File: src/rtl/clk_switch_ctrl_if.sv
// Request/status bundle between the switch requester and clk_switch_ctrl.
`timescale 1ns/1ps
interface clk_switch_ctrl_if;
  logic req_valid;
  logic req_sel;
  logic req_ready;
  logic selection;
  logic busy;
  logic done;
  logic err;

  modport master (
    output req_valid, req_sel,
    input  req_ready, selection, busy, done, err
  );

  modport slave (
    input  req_valid, req_sel,
    output req_ready, selection, busy, done, err
  );
endinterface

File: src/rtl/clk_switch_ctrl.sv
// Clock-switch controller: verifies the target clock is alive via its
// heartbeat, drives the glitch-free mux select, then settles and dwells.
`timescale 1ns/1ps
module clk_switch_ctrl #(
  parameter int unsigned CHECK_WINDOW  = 64,
  parameter int unsigned MIN_EDGES     = 4,
  parameter int unsigned SETTLE_CYCLES = 16,
  parameter int unsigned DWELL_CYCLES  = 1000
) (
  input  logic            aclk,
  input  logic            areset,
  input  logic            hb1_in,
  input  logic            hb2_in,
  clk_switch_ctrl_if.slave sw
);

  localparam int unsigned WIN_W    = $clog2(CHECK_WINDOW + 1);
  localparam int unsigned EDGE_W   = $clog2(MIN_EDGES + 1);
  localparam int unsigned HOLD_MAX = (SETTLE_CYCLES > DWELL_CYCLES) ? SETTLE_CYCLES : DWELL_CYCLES;
  localparam int unsigned HOLD_W   = $clog2(HOLD_MAX + 1);

  typedef enum logic [2:0] {
    IDLE   = 3'd0,
    CHECK  = 3'd1,
    SWITCH = 3'd2,
    SETTLE = 3'd3,
    DWELL  = 3'd4
  } state_t;

  state_t              state, state_d;
  logic [WIN_W-1:0]    win_cnt, win_d;
  logic [EDGE_W-1:0]   edge_cnt, edge_d;
  logic [HOLD_W-1:0]   hold_cnt, hold_d;
  logic                target, target_d;
  logic                sel_q, sel_d;
  logic                ready_q, ready_d;
  logic                busy_q, busy_d;
  logic                done_q, done_d;
  logic                err_q, err_d;
  logic [2:0]          hb1_sync, hb2_sync;
  logic                hb1_edge, hb2_edge, tgt_edge;

  assign hb1_edge = hb1_sync[1] ^ hb1_sync[2];
  assign hb2_edge = hb2_sync[1] ^ hb2_sync[2];
  assign tgt_edge = target ? hb2_edge : hb1_edge;

  // State, counters, heartbeat synchronisers and registered outputs.
  always_ff @(posedge aclk) begin
    if (areset) begin
      state    <= IDLE;
      win_cnt  <= '0;
      edge_cnt <= '0;
      hold_cnt <= '0;
      target   <= 1'b0;
      sel_q    <= 1'b0;
      ready_q  <= 1'b0;
      busy_q   <= 1'b0;
      done_q   <= 1'b0;
      err_q    <= 1'b0;
      hb1_sync <= '0;
      hb2_sync <= '0;
    end else begin
      state    <= state_d;
      win_cnt  <= win_d;
      edge_cnt <= edge_d;
      hold_cnt <= hold_d;
      target   <= target_d;
      sel_q    <= sel_d;
      ready_q  <= ready_d;
      busy_q   <= busy_d;
      done_q   <= done_d;
      err_q    <= err_d;
      hb1_sync <= {hb1_sync[1:0], hb1_in};
      hb2_sync <= {hb2_sync[1:0], hb2_in};
    end
  end

  // Next-state and next-output logic.
  always_comb begin
    state_d  = state;
    win_d    = win_cnt;
    edge_d   = edge_cnt;
    hold_d   = hold_cnt;
    target_d = target;
    sel_d    = sel_q;
    done_d   = 1'b0;
    err_d    = 1'b0;

    case (state)
      IDLE: begin
        if (sw.req_valid && ready_q) begin
          target_d = sw.req_sel;
          if (sw.req_sel == sel_q) begin
            done_d = 1'b1;
          end else begin
            state_d = CHECK;
            win_d   = '0;
            edge_d  = '0;
          end
        end
      end
      CHECK: begin
        if (tgt_edge && (edge_cnt != EDGE_W'(MIN_EDGES))) begin
          edge_d = edge_cnt + EDGE_W'(1);
        end
        if (win_cnt == WIN_W'(CHECK_WINDOW - 1)) begin
          if (edge_cnt >= EDGE_W'(MIN_EDGES)) begin
            state_d = SWITCH;
          end else begin
            state_d = IDLE;
            err_d   = 1'b1;
          end
        end else begin
          win_d = win_cnt + WIN_W'(1);
        end
      end
      SWITCH: begin
        sel_d   = target;
        hold_d  = '0;
        state_d = SETTLE;
      end
      SETTLE: begin
        if (hold_cnt == HOLD_W'(SETTLE_CYCLES - 1)) begin
          done_d  = 1'b1;
          hold_d  = '0;
          state_d = DWELL;
        end else begin
          hold_d = hold_cnt + HOLD_W'(1);
        end
      end
      DWELL: begin
        if (hold_cnt == HOLD_W'(DWELL_CYCLES - 1)) begin
          state_d = IDLE;
        end else begin
          hold_d = hold_cnt + HOLD_W'(1);
        end
      end
      default: begin
        state_d = IDLE;
      end
    endcase

    ready_d = (state_d == IDLE);
    busy_d  = (state_d != IDLE);
  end

  assign sw.selection = sel_q;
  assign sw.req_ready = ready_q;
  assign sw.busy      = busy_q;
  assign sw.done      = done_q;
  assign sw.err       = err_q;

endmodule

File: src/flat_wrapper.sv
// flat-port wrapper written by rule: the top's interface ports become plain ports
module clk_switch_ctrl_flat 
#(
  parameter int unsigned CHECK_WINDOW  = 64,
  parameter int unsigned MIN_EDGES     = 4,
  parameter int unsigned SETTLE_CYCLES = 16,
  parameter int unsigned DWELL_CYCLES  = 1000
)
  (aclk, areset, hb1_in, hb2_in, sw_req_valid, sw_req_sel, sw_req_ready, sw_selection, sw_busy, sw_done, sw_err);
  clk_switch_ctrl_if sw_i ();
  input  logic aclk;
  input  logic areset;
  input  logic hb1_in;
  input  logic hb2_in;
  input wire logic [$bits(sw_i.req_valid)-1:0] sw_req_valid;
  input wire logic [$bits(sw_i.req_sel)-1:0] sw_req_sel;
  output wire logic [$bits(sw_i.req_ready)-1:0] sw_req_ready;
  output wire logic [$bits(sw_i.selection)-1:0] sw_selection;
  output wire logic [$bits(sw_i.busy)-1:0] sw_busy;
  output wire logic [$bits(sw_i.done)-1:0] sw_done;
  output wire logic [$bits(sw_i.err)-1:0] sw_err;
  assign sw_i.req_valid = sw_req_valid;
  assign sw_i.req_sel = sw_req_sel;
  assign sw_req_ready = sw_i.req_ready;
  assign sw_selection = sw_i.selection;
  assign sw_busy = sw_i.busy;
  assign sw_done = sw_i.done;
  assign sw_err = sw_i.err;
  clk_switch_ctrl #(.CHECK_WINDOW(CHECK_WINDOW), .MIN_EDGES(MIN_EDGES), .SETTLE_CYCLES(SETTLE_CYCLES), .DWELL_CYCLES(DWELL_CYCLES)) u_core (.aclk(aclk), .areset(areset), .hb1_in(hb1_in), .hb2_in(hb2_in), .sw(sw_i));
endmodule
File: config.mk
export PLATFORM = sky130hd
export DESIGN_NAME = clk_switch_ctrl_flat
export DESIGN_NICKNAME = d
export VERILOG_FILES = /design/src/rtl/clk_switch_ctrl_if.sv /design/src/rtl/clk_switch_ctrl.sv /design/src/flat_wrapper.sv
export SDC_FILE = /design/constraint.sdc
export NUM_CORES = 1
export LEC_CHECK = 0
export ABC_CLOCK_PERIOD_IN_PS = 1800
export CAP_MARGIN = 20
export CORE_ASPECT_RATIO = 0.9
export CORE_UTILIZATION = 55
export CTS_CLUSTER_DIAMETER = 80
export DETAILED_ROUTE_END_ITERATION = 8
export GPL_ROUTABILITY_DRIVEN = 0
export PLACE_DENSITY = 0.87
export SYNTH_ARGS = -nofsm -noshare
export SYNTH_HDL_FRONTEND = slang
export SYNTH_SLANG_ARGS = --single-unit
File: constraint.sdc
create_clock -name aclk -period 1.8 [get_ports aclk]
set_clock_uncertainty 0.05 [all_clocks]
set_input_delay 0.36 -clock aclk [delete_from_list [all_inputs] [get_ports aclk]]
set_output_delay 0.36 -clock aclk [all_outputs]
set_load 0.05 [all_outputs]
==> results of run 1 <==
## logic make-up (layout without fill, tap and decap cells)
kind of cell / count (synthesis) / in the layout
AO/OA/AOI/OAI: 49 / 50
flip-flops: 35 / 35
buffers and inverters: 13 / 46
XOR/XNOR: 7 / 7
multiplexers: 4 / 4
adder cells (fa/ha/maj): 4 / 4
AND/OR/NAND/NOR: 73 / 73
## timing repair
item                                    CTS  global route
cloned                                    0             1
pin swaps                                 0             2
endpoints found under the setup margin    3            14
resized for setup                         0             6
endpoints found under the hold margin     0             0
setup buffers                             1             3
## sequential cells by signal, summed over array words and instances (netlist names)
signal	cells
u_core.state	3
u_core.sw.done	1
u_core.edge_cnt	3
u_core.hb1_sync	3
u_core.hold_cnt	10
u_core.sw.req_ready	1
u_core.sw.err	1
u_core.sw.busy	1
u_core.hb2_sync	3
u_core.sw.selection	1
u_core.target	1
u_core.win_cnt	7
## per-layer routing
metal / GRT usage / part of all wire / vias up
li1: - / - / 754
met1: 0.355 / 0.42 / 805
met2: 0.365 / 0.46 / 86
met4: 0.140 / 0.026 / 0
met3: 0.0726 / 0.092 / 21
met5: 0 / 0 / -
## per-stage QoR
stage          cells  total power [W]  TNS [ns]
2_1_floorplan    185         0.000901         0
3_3_place_gp     246         0.000950     -1.35
3_5_place_dp     246         0.000956     -2.17
4_1_cts          255          0.00137         0
5_1_grt          259          0.00143   -0.0848
6_report         259          0.00138         0
## final cells by class
type	count	area, µm²	area share
repair buffers	33	264	0.126
clock inverters	2	12.5	0.00596
well taps	40	50.0	0.0238
inverters	5	18.8	0.00893
multi-input cells	138	1010	0.480
flip-flops and latches	35	706	0.336
clock buffers	6	41.3	0.0197
## report_power, final
group	leakage, nW	switching [W]	total [W]	internal (W)
Clock	0.0282	0.000279	0.000430	0.000150
Combinational	0.435	0.0000809	0.000148	0.0000676
Sequential	0.285	0.0000106	0.000799	0.000789
## cell usage in the layout (no fill, tap or decap), types with 2 or more instances in the layout
| master | n |
|---|---|
| sky130_fd_sc_hd__nand2b_1 | 4 |
| sky130_fd_sc_hd__clkdlybuf4s50_1 | 5 |
| sky130_fd_sc_hd__nor3b_4 | 2 |
| sky130_fd_sc_hd__xnor2_1 | 4 |
| sky130_fd_sc_hd__nand3_1 | 17 |
| sky130_fd_sc_hd__nand4_1 | 3 |
| sky130_fd_sc_hd__a2bb2oi_4 | 2 |
| sky130_fd_sc_hd__a2111o_1 | 2 |
| sky130_fd_sc_hd__or3_1 | 3 |
| sky130_fd_sc_hd__nand2_1 | 9 |
| sky130_fd_sc_hd__or2_2 | 2 |
| sky130_fd_sc_hd__nor3_1 | 5 |
| sky130_fd_sc_hd__nor2b_1 | 9 |
| sky130_fd_sc_hd__o21ai_0 | 6 |
| sky130_fd_sc_hd__ha_1 | 4 |
| sky130_fd_sc_hd__a21o_1 | 2 |
| sky130_fd_sc_hd__nor2_1 | 10 |
| sky130_fd_sc_hd__mux2i_1 | 4 |
| sky130_fd_sc_hd__clkbuf_4 | 5 |
| sky130_fd_sc_hd__o31ai_1 | 4 |
| sky130_fd_sc_hd__and4_1 | 3 |
| sky130_fd_sc_hd__xor2_1 | 3 |
| sky130_fd_sc_hd__inv_1 | 4 |
| sky130_fd_sc_hd__dfxtp_1 | 31 |
| sky130_fd_sc_hd__buf_4 | 27 |
| sky130_fd_sc_hd__a21oi_1 | 15 |
| sky130_fd_sc_hd__o2111ai_1 | 4 |
| sky130_fd_sc_hd__dfxtp_2 | 4 |
## worst paths after layout
| kind | from | end | cells past startpoint |
|---|---|---|---|
| hold reg to reg | u_core.hb2_sync[0] | u_core.hb2_sync[1] | 1 |
| hold / removal | u_core.hb2_sync[0] | u_core.hb2_sync[1] | 1 |
| setup reg to reg | u_core.hold_cnt[8] | u_core.state[0] | 6 |
| setup / recovery | u_core.hold_cnt[8] | u_core.state[0] | 6 |
==> Implementation_results.wiki, run 1 <==
{| class="wikitable"
! Metric !! Value
|-
| Total setup violations reported at the end of the flow || 0
|-
| Max-slew headroom at the worst pin || 0.623
|-
| Overall die width || 61.3 µm
|-
| Remaining global-route overflow || 0
|-
| Fillcell total || 222
|-
| Antenna violations before repair || 0
|-
| Buf/Inv on CP || 2
|-
| Area leader, netlist || sky130_fd_sc_hd__dfxtp_1
|-
| Vias in the first global route || 1,497
|-
| Worst endpoint required time || 2.00 ns
|-
| Number of vias per cell after detailed routing || 6.43
|-
| Delay of the slowest cell on the worst path || 0.55 ns
|-
| Type of the worst setup path || flip-flop to flip-flop
|-
| Number of cell rows || 18
|-
| Min cycle time layout || 1.77 ns
|-
| Ant. Diodes || 0
|-
| Slowest library cell on the worst path || sky130_fd_sc_hd__or4b_4
|-
| Max Fanout on Critical Path || 4
|-
| Final cycle utilization of the critical path || 0.985
|-
| Number of distinct library cell variants in the gate-level netlist after synthesis || 51
|-
| Final net count || 228
|-
| DRC Markers || 0
|-
| Initial cell density of the core || 0.608
|-
| Static Leakage || 0.749 nW
|-
| CTS tree || done
|-
| Max-capacitance violation count || 0
|-
| Pre-CTS setup slack || -0.267 ns
|-
| Worst-skew pair later-pin latency || 0.36 ns
|-
| Total die area || 3390 µm²
|-
| Clock-pin slew on the worst setup and hold paths || 0.12 ns
|-
| Element type at the critical path start || flip-flop
|-
| Final ANT Viol Nets || 0
|-
| EDFF count, synth || 0
|-
| Fin area || 2100 µm²
|-
| Worst reg2reg setup slack || 0.03 ns
|-
| Boundary Pins || 11
|-
| Layout cells sized above 1 || 0.247
|-
| Wire length of the first global-routing pass || 6530 µm
|-
| Core Area || 2860 µm²
|-
| Combinational family with the most area after synthesis || simple AND/OR/NAND/NOR gates
|-
| Routed length per placed instance || 16.9 µm
|-
| Kind of path behind the tightest hold check || flip-flop to flip-flop
|-
| Instance area after placement || 1980 µm²
|-
| Arr. time, crit path || 1.98 ns
|-
| Syn_nets || 195
|-
| 1st-iter DRT viols || 137
|-
| Area share of and/or/nand/nor cells after synthesis || 0.262
|-
| Core Util, Final || 0.734
|-
| Mean instance size in the synthesized netlist || 9.39 µm²
|-
| Yosys synthesis warning count || 0
|-
| Post-detailed-placement half-perimeter wirelength || 2880 µm
|-
| Clock H-tree levels || 2
|-
| Sum of routed wire length over all layers || 4370 µm
|-
| Multiplexer share of the synthesized area || 0.0230
|-
| Number of hold buffers added after cts || 0
|-
| Clock buffer depth || 2
|-
| XOR/XNOR share of the synthesized area || 0.0353
|-
| Element type at the critical path end || flip-flop
|-
| Area of the mapped netlist || 1740 µm²
|-
| Gate count of the mapped netlist || 185
|-
| Die extent in y || 55.3 µm
|-
| Top cells by instance count after synthesis || sky130_fd_sc_hd__dfxtp_1 (35), sky130_fd_sc_hd__nand3_1 (17), sky130_fd_sc_hd__a21oi_1 (15)
|-
| Number of buffers created by CTS || 5
|-
| TritonRoute pass-1 iters || 6
|-
| Measured slew at the worst slew-check pin || 0.565 ns
|-
| Root Driver || sky130_fd_sc_hd__clkbuf_4
|-
| Largest net degree at the start of global routing || 18
|-
| Pwr/cell area || 656 nW/µm²
|-
| Hold violation total from the final report || 0
|-
| Largest voltage drop on the vdd net || 0.661 mV
|-
| Post-synth ARST share || 0
|-
| Dominant register cell in the synthesized netlist || sky130_fd_sc_hd__dfxtp_1
|-
| Fraction of post-synthesis cell area in the top cell type by area || 0.403
|-
| Pins over their slew limit || 0
|-
| Overall routing resource usage || 0.260
|-
| Tightest hold margin || 0.410 ns
|-
| Number of sinks driven by the clock tree || 35
|-
| Library cell with the highest instance count after synthesis || sky130_fd_sc_hd__dfxtp_1
|-
| Most area-consuming cells after synthesis || sky130_fd_sc_hd__dfxtp_1 (40%), sky130_fd_sc_hd__nand3_1 (4.9%), sky130_fd_sc_hd__a21oi_1 (4.3%)
|-
| Kind of cell adding the most delay to the critical path || simple AND/OR/NAND/NOR gates
|-
| Sequential cell area fraction in the yosys report || 0.403
|-
| Flip-flop and latch count after synthesis || 35
|-
| FMAX || 0.564 GHz
|-
| Post-Synth Adder-Cell Area || 0.0288
|-
| Worst setup margin || 0.0270 ns
|-
| Sequence of cells on the critical path || or4b_4 > nor4_4 > buf_6 > buf_4 > a21o_1 > a21oi_1
|-
| Outcome || finished, final reports clean
|-
| Detailed-route via count || 1,666
|-
| Area added between synthesis and finish || 20.9%
|-
| Compound-cell area share of the yosys netlist || 0.212
|-
| Port Buf Inserts || 10
|}
(Power assumes the default switching activity.)
==> inputs of run 2 (changes only) <==
--- a/config.mk
+++ b/config.mk
@@ -7,7 +7,7 @@
 export LEC_CHECK = 0
 export ABC_CLOCK_PERIOD_IN_PS = 1800
 export CAP_MARGIN = 20
-export CORE_ASPECT_RATIO = 0.9
+export CORE_ASPECT_RATIO = 1.75
 export CORE_UTILIZATION = 55
 export CTS_CLUSTER_DIAMETER = 80
 export DETAILED_ROUTE_END_ITERATION = 8
==> Implementation_results.wiki, run 2 (synthesis results as in run 1) <==
{| class="wikitable"
! Metric !! Value
|-
| Outcome || finished, final reports clean
|-
| Number of cells on the critical path || 6
|-
| Kind of cell adding the most delay to the critical path || compound AO/OA/AOI/OAI gates
|-
| TritonRoute pass-1 iters || 5
|-
| Ant. Diodes || 0
|-
| Clock H-tree levels || 2
|-
| Sequence of cells on the critical path || ha_2 > nand3b_1 > buf_4 > o31ai_2 > buf_4 > a41oi_1
|-
| Kind of path behind the tightest hold check || flip-flop to flip-flop
|-
| Post-CTS Setup Bufs || 0
|-
| Vias in the first global route || 1,590
|-
| Die extent in y || 76.4 µm
|-
| Port Buf Inserts || 10
|-
| Root Driver || sky130_fd_sc_hd__clkbuf_8
|-
| Portion of total power attributed to sequential cells || 0.509
|-
| Critical path's most frequent cell || sky130_fd_sc_hd__buf_4
|-
| Number of vias per cell after detailed routing || 6.15
|-
| FMAX || 0.571 GHz
|-
| Number of sinks driven by the clock tree || 35
|-
| DRC Markers || 0
|-
| Antenna violations before repair || 0
|-
| Overall routing resource usage || 0.264
|-
| R2R depth || 6
|-
| Core Area || 2960 µm²
|-
| Area added between synthesis and finish || 22.4%
|-
| Leading cell types in the layout, fill and taps excluded || sky130_fd_sc_hd__dfxtp_1 (30), sky130_fd_sc_hd__buf_4 (22), sky130_fd_sc_hd__nand3_1 (17), sky130_fd_sc_hd__a21oi_1 (15), sky130_fd_sc_hd__nor2_1 (10)
|-
| Switching power || 0.000371 W
|-
| Worst-skew pair later-pin latency || 0.29 ns
|-
| Arr. time, crit path || 1.83 ns
|-
| Hold Path Cell Cnt || 1
|-
| Type of the worst setup path || flip-flop to flip-flop
|-
| Flip-flop count of the largest register, all copies and words added || 10
|-
| Layout cells sized above 1 || 0.254
|-
| Number of hold buffers added after cts || 0
|-
| Element type at the critical path start || flip-flop
|-
| Hold violation total from the final report || 0
|-
| Number of buffers created by CTS || 5
|-
| Total setup violations reported at the end of the flow || 0
|-
| Pwr/cell area || 739 nW/µm²
|-
| Slowest library cell on the worst path || sky130_fd_sc_hd__dfxtp_2
|-
| Register containing the most flip-flops in the final layout || u_core.hold_cnt
|-
| Final cycle utilization of the critical path || 0.974
|-
| Worst setup margin || 0.0472 ns
|-
| Wire length of the first global-routing pass || 6780 µm
|-
| Overall die width || 44.5 µm
|-
| Measured slew at the worst slew-check pin || 0.456 ns
|-
| Most common cell after layout, fill and taps aside || sky130_fd_sc_hd__dfxtp_1
|-
| Setup repair after global routing missed its margin || no
|-
| Routed length per placed instance || 17.2 µm
|-
| 1st-iter DRT viols || 72
|-
| Instance area after placement || 1960 µm²
|-
| Worst endpoint required time || 1.88 ns
|-
| Final ANT Viol Nets || 0
|-
| Delay of the slowest cell on the worst path || 0.36 ns
|-
| Buf/Inv on CP || 2
|-
| Min cycle time layout || 1.75 ns
|-
| Largest net degree at the start of global routing || 18
|-
| Element type at the critical path end || flip-flop
|-
| Placed Instances || 246
|-
| Max-slew headroom at the worst pin || 0.696
|-
| Total die area || 3400 µm²
|-
| Detailed-route via count || 1,567
|-
| Fin area || 2130 µm²
|-
| Fillcell total || 221
|-
| Net Sw Frac || 0.236
|-
| Initial cell density of the core || 0.587
|-
| Static Leakage || 0.746 nW
|-
| Relative contribution of the clock network to total power || 0.400
|-
| Max-capacitance violation count || 0
|-
| Final non-filler cell total || 255
|-
| Relative contribution of combinational cells to total power || 0.091
|-
| Pre-CTS setup slack || -0.277 ns
|-
| Max Fanout on Critical Path || 5
|-
| Number of cell rows || 26
|-
| Sum of routed wire length over all layers || 4380 µm
|-
| Remaining global-route overflow || 0
|-
| Power Total || 0.00157 W
|-
| Largest registers ranked by flip-flop count || u_core.hold_cnt: 10 flops, u_core.win_cnt: 7 flops
|-
| Internal portion of total power || 0.00120 W
|-
| Core Util, Final || 0.719
|-
| Clock buffer depth || 2
|-
| CTS tree || done
|-
| Post-detailed-placement half-perimeter wirelength || 3000 µm
|-
| Clock-pin slew on the worst setup and hold paths || 0.06 ns
|-
| Final net count || 222
|-
| Boundary Pins || 11
|-
| Pins over their slew limit || 0
|-
| Largest voltage drop on the vdd net || 0.798 mV
|}
[run 2: cell count changes in the layout (fill, tap and decap cells not counted), sizes merged]
cell	delta
buf	-6
clkinv	-1
clkinvlp	-1
clkbuf	+2
[run 2: final timing paths]
check	startpoint	end	slack, ns
setup / recovery	u_core.hold_cnt[0]	u_core.sw.busy	0.05
hold / removal	u_core.hb2_sync[0]	u_core.hb2_sync[1]	0.40
setup reg to reg	u_core.hold_cnt[0]	u_core.sw.busy	0.05
hold reg to reg	u_core.hb2_sync[0]	u_core.hb2_sync[1]	0.40
[run 2: through the flow]
step,hold WS [ns],setup TNS [ns]
finish,0.402,0
global placement,0.366,-1.26
detailed placement,0.392,-2.00
global route,0.413,0
CTS,0.408,0
floorplan,0.364,0
[run 2: metal layers]
metal  track usage  part of all wire
met1         0.274              0.37
met3        0.0664             0.045
met2         0.443              0.54
met4         0.176             0.036
met5             0                 0
[run 2: power by group through the flow]
stage               Combinational, W  Clock [W]  Sequential, W
floorplan                  0.0000721          0       0.000829
global placement            0.000126          0       0.000816
detailed placement          0.000132          0       0.000817
CTS                         0.000136   0.000633       0.000800
global route                0.000151   0.000671       0.000801
finish                      0.000143   0.000629       0.000800
[run 2: final cells by class]
class	count	area (µm²)	area share
Clock buffer	8	100	0.0471
Inverter	5	18.8	0.00882
Tap cell	42	52.6	0.0247
Timing Repair Buffer	27	215	0.101
Multi-Input combinational cell	138	1030	0.486
Sequential cell	35	707	0.332
[run 2: worst register-to-register path, stage by stage (launching register included)]
cell and delay, ns:
sky130_fd_sc_hd__dfxtp_2 0.36, sky130_fd_sc_hd__ha_2 0.19, sky130_fd_sc_hd__nand3b_1 0.15, sky130_fd_sc_hd__buf_4 0.19, sky130_fd_sc_hd__o31ai_2 0.30, sky130_fd_sc_hd__buf_4 0.20
sky130_fd_sc_hd__a41oi_1 0.15
[run 2: timing repair]
item,in CTS,in global routing
pin swaps,0,1
resized for setup,0,11
endpoints found under the setup margin,3,17
cloned,1,0
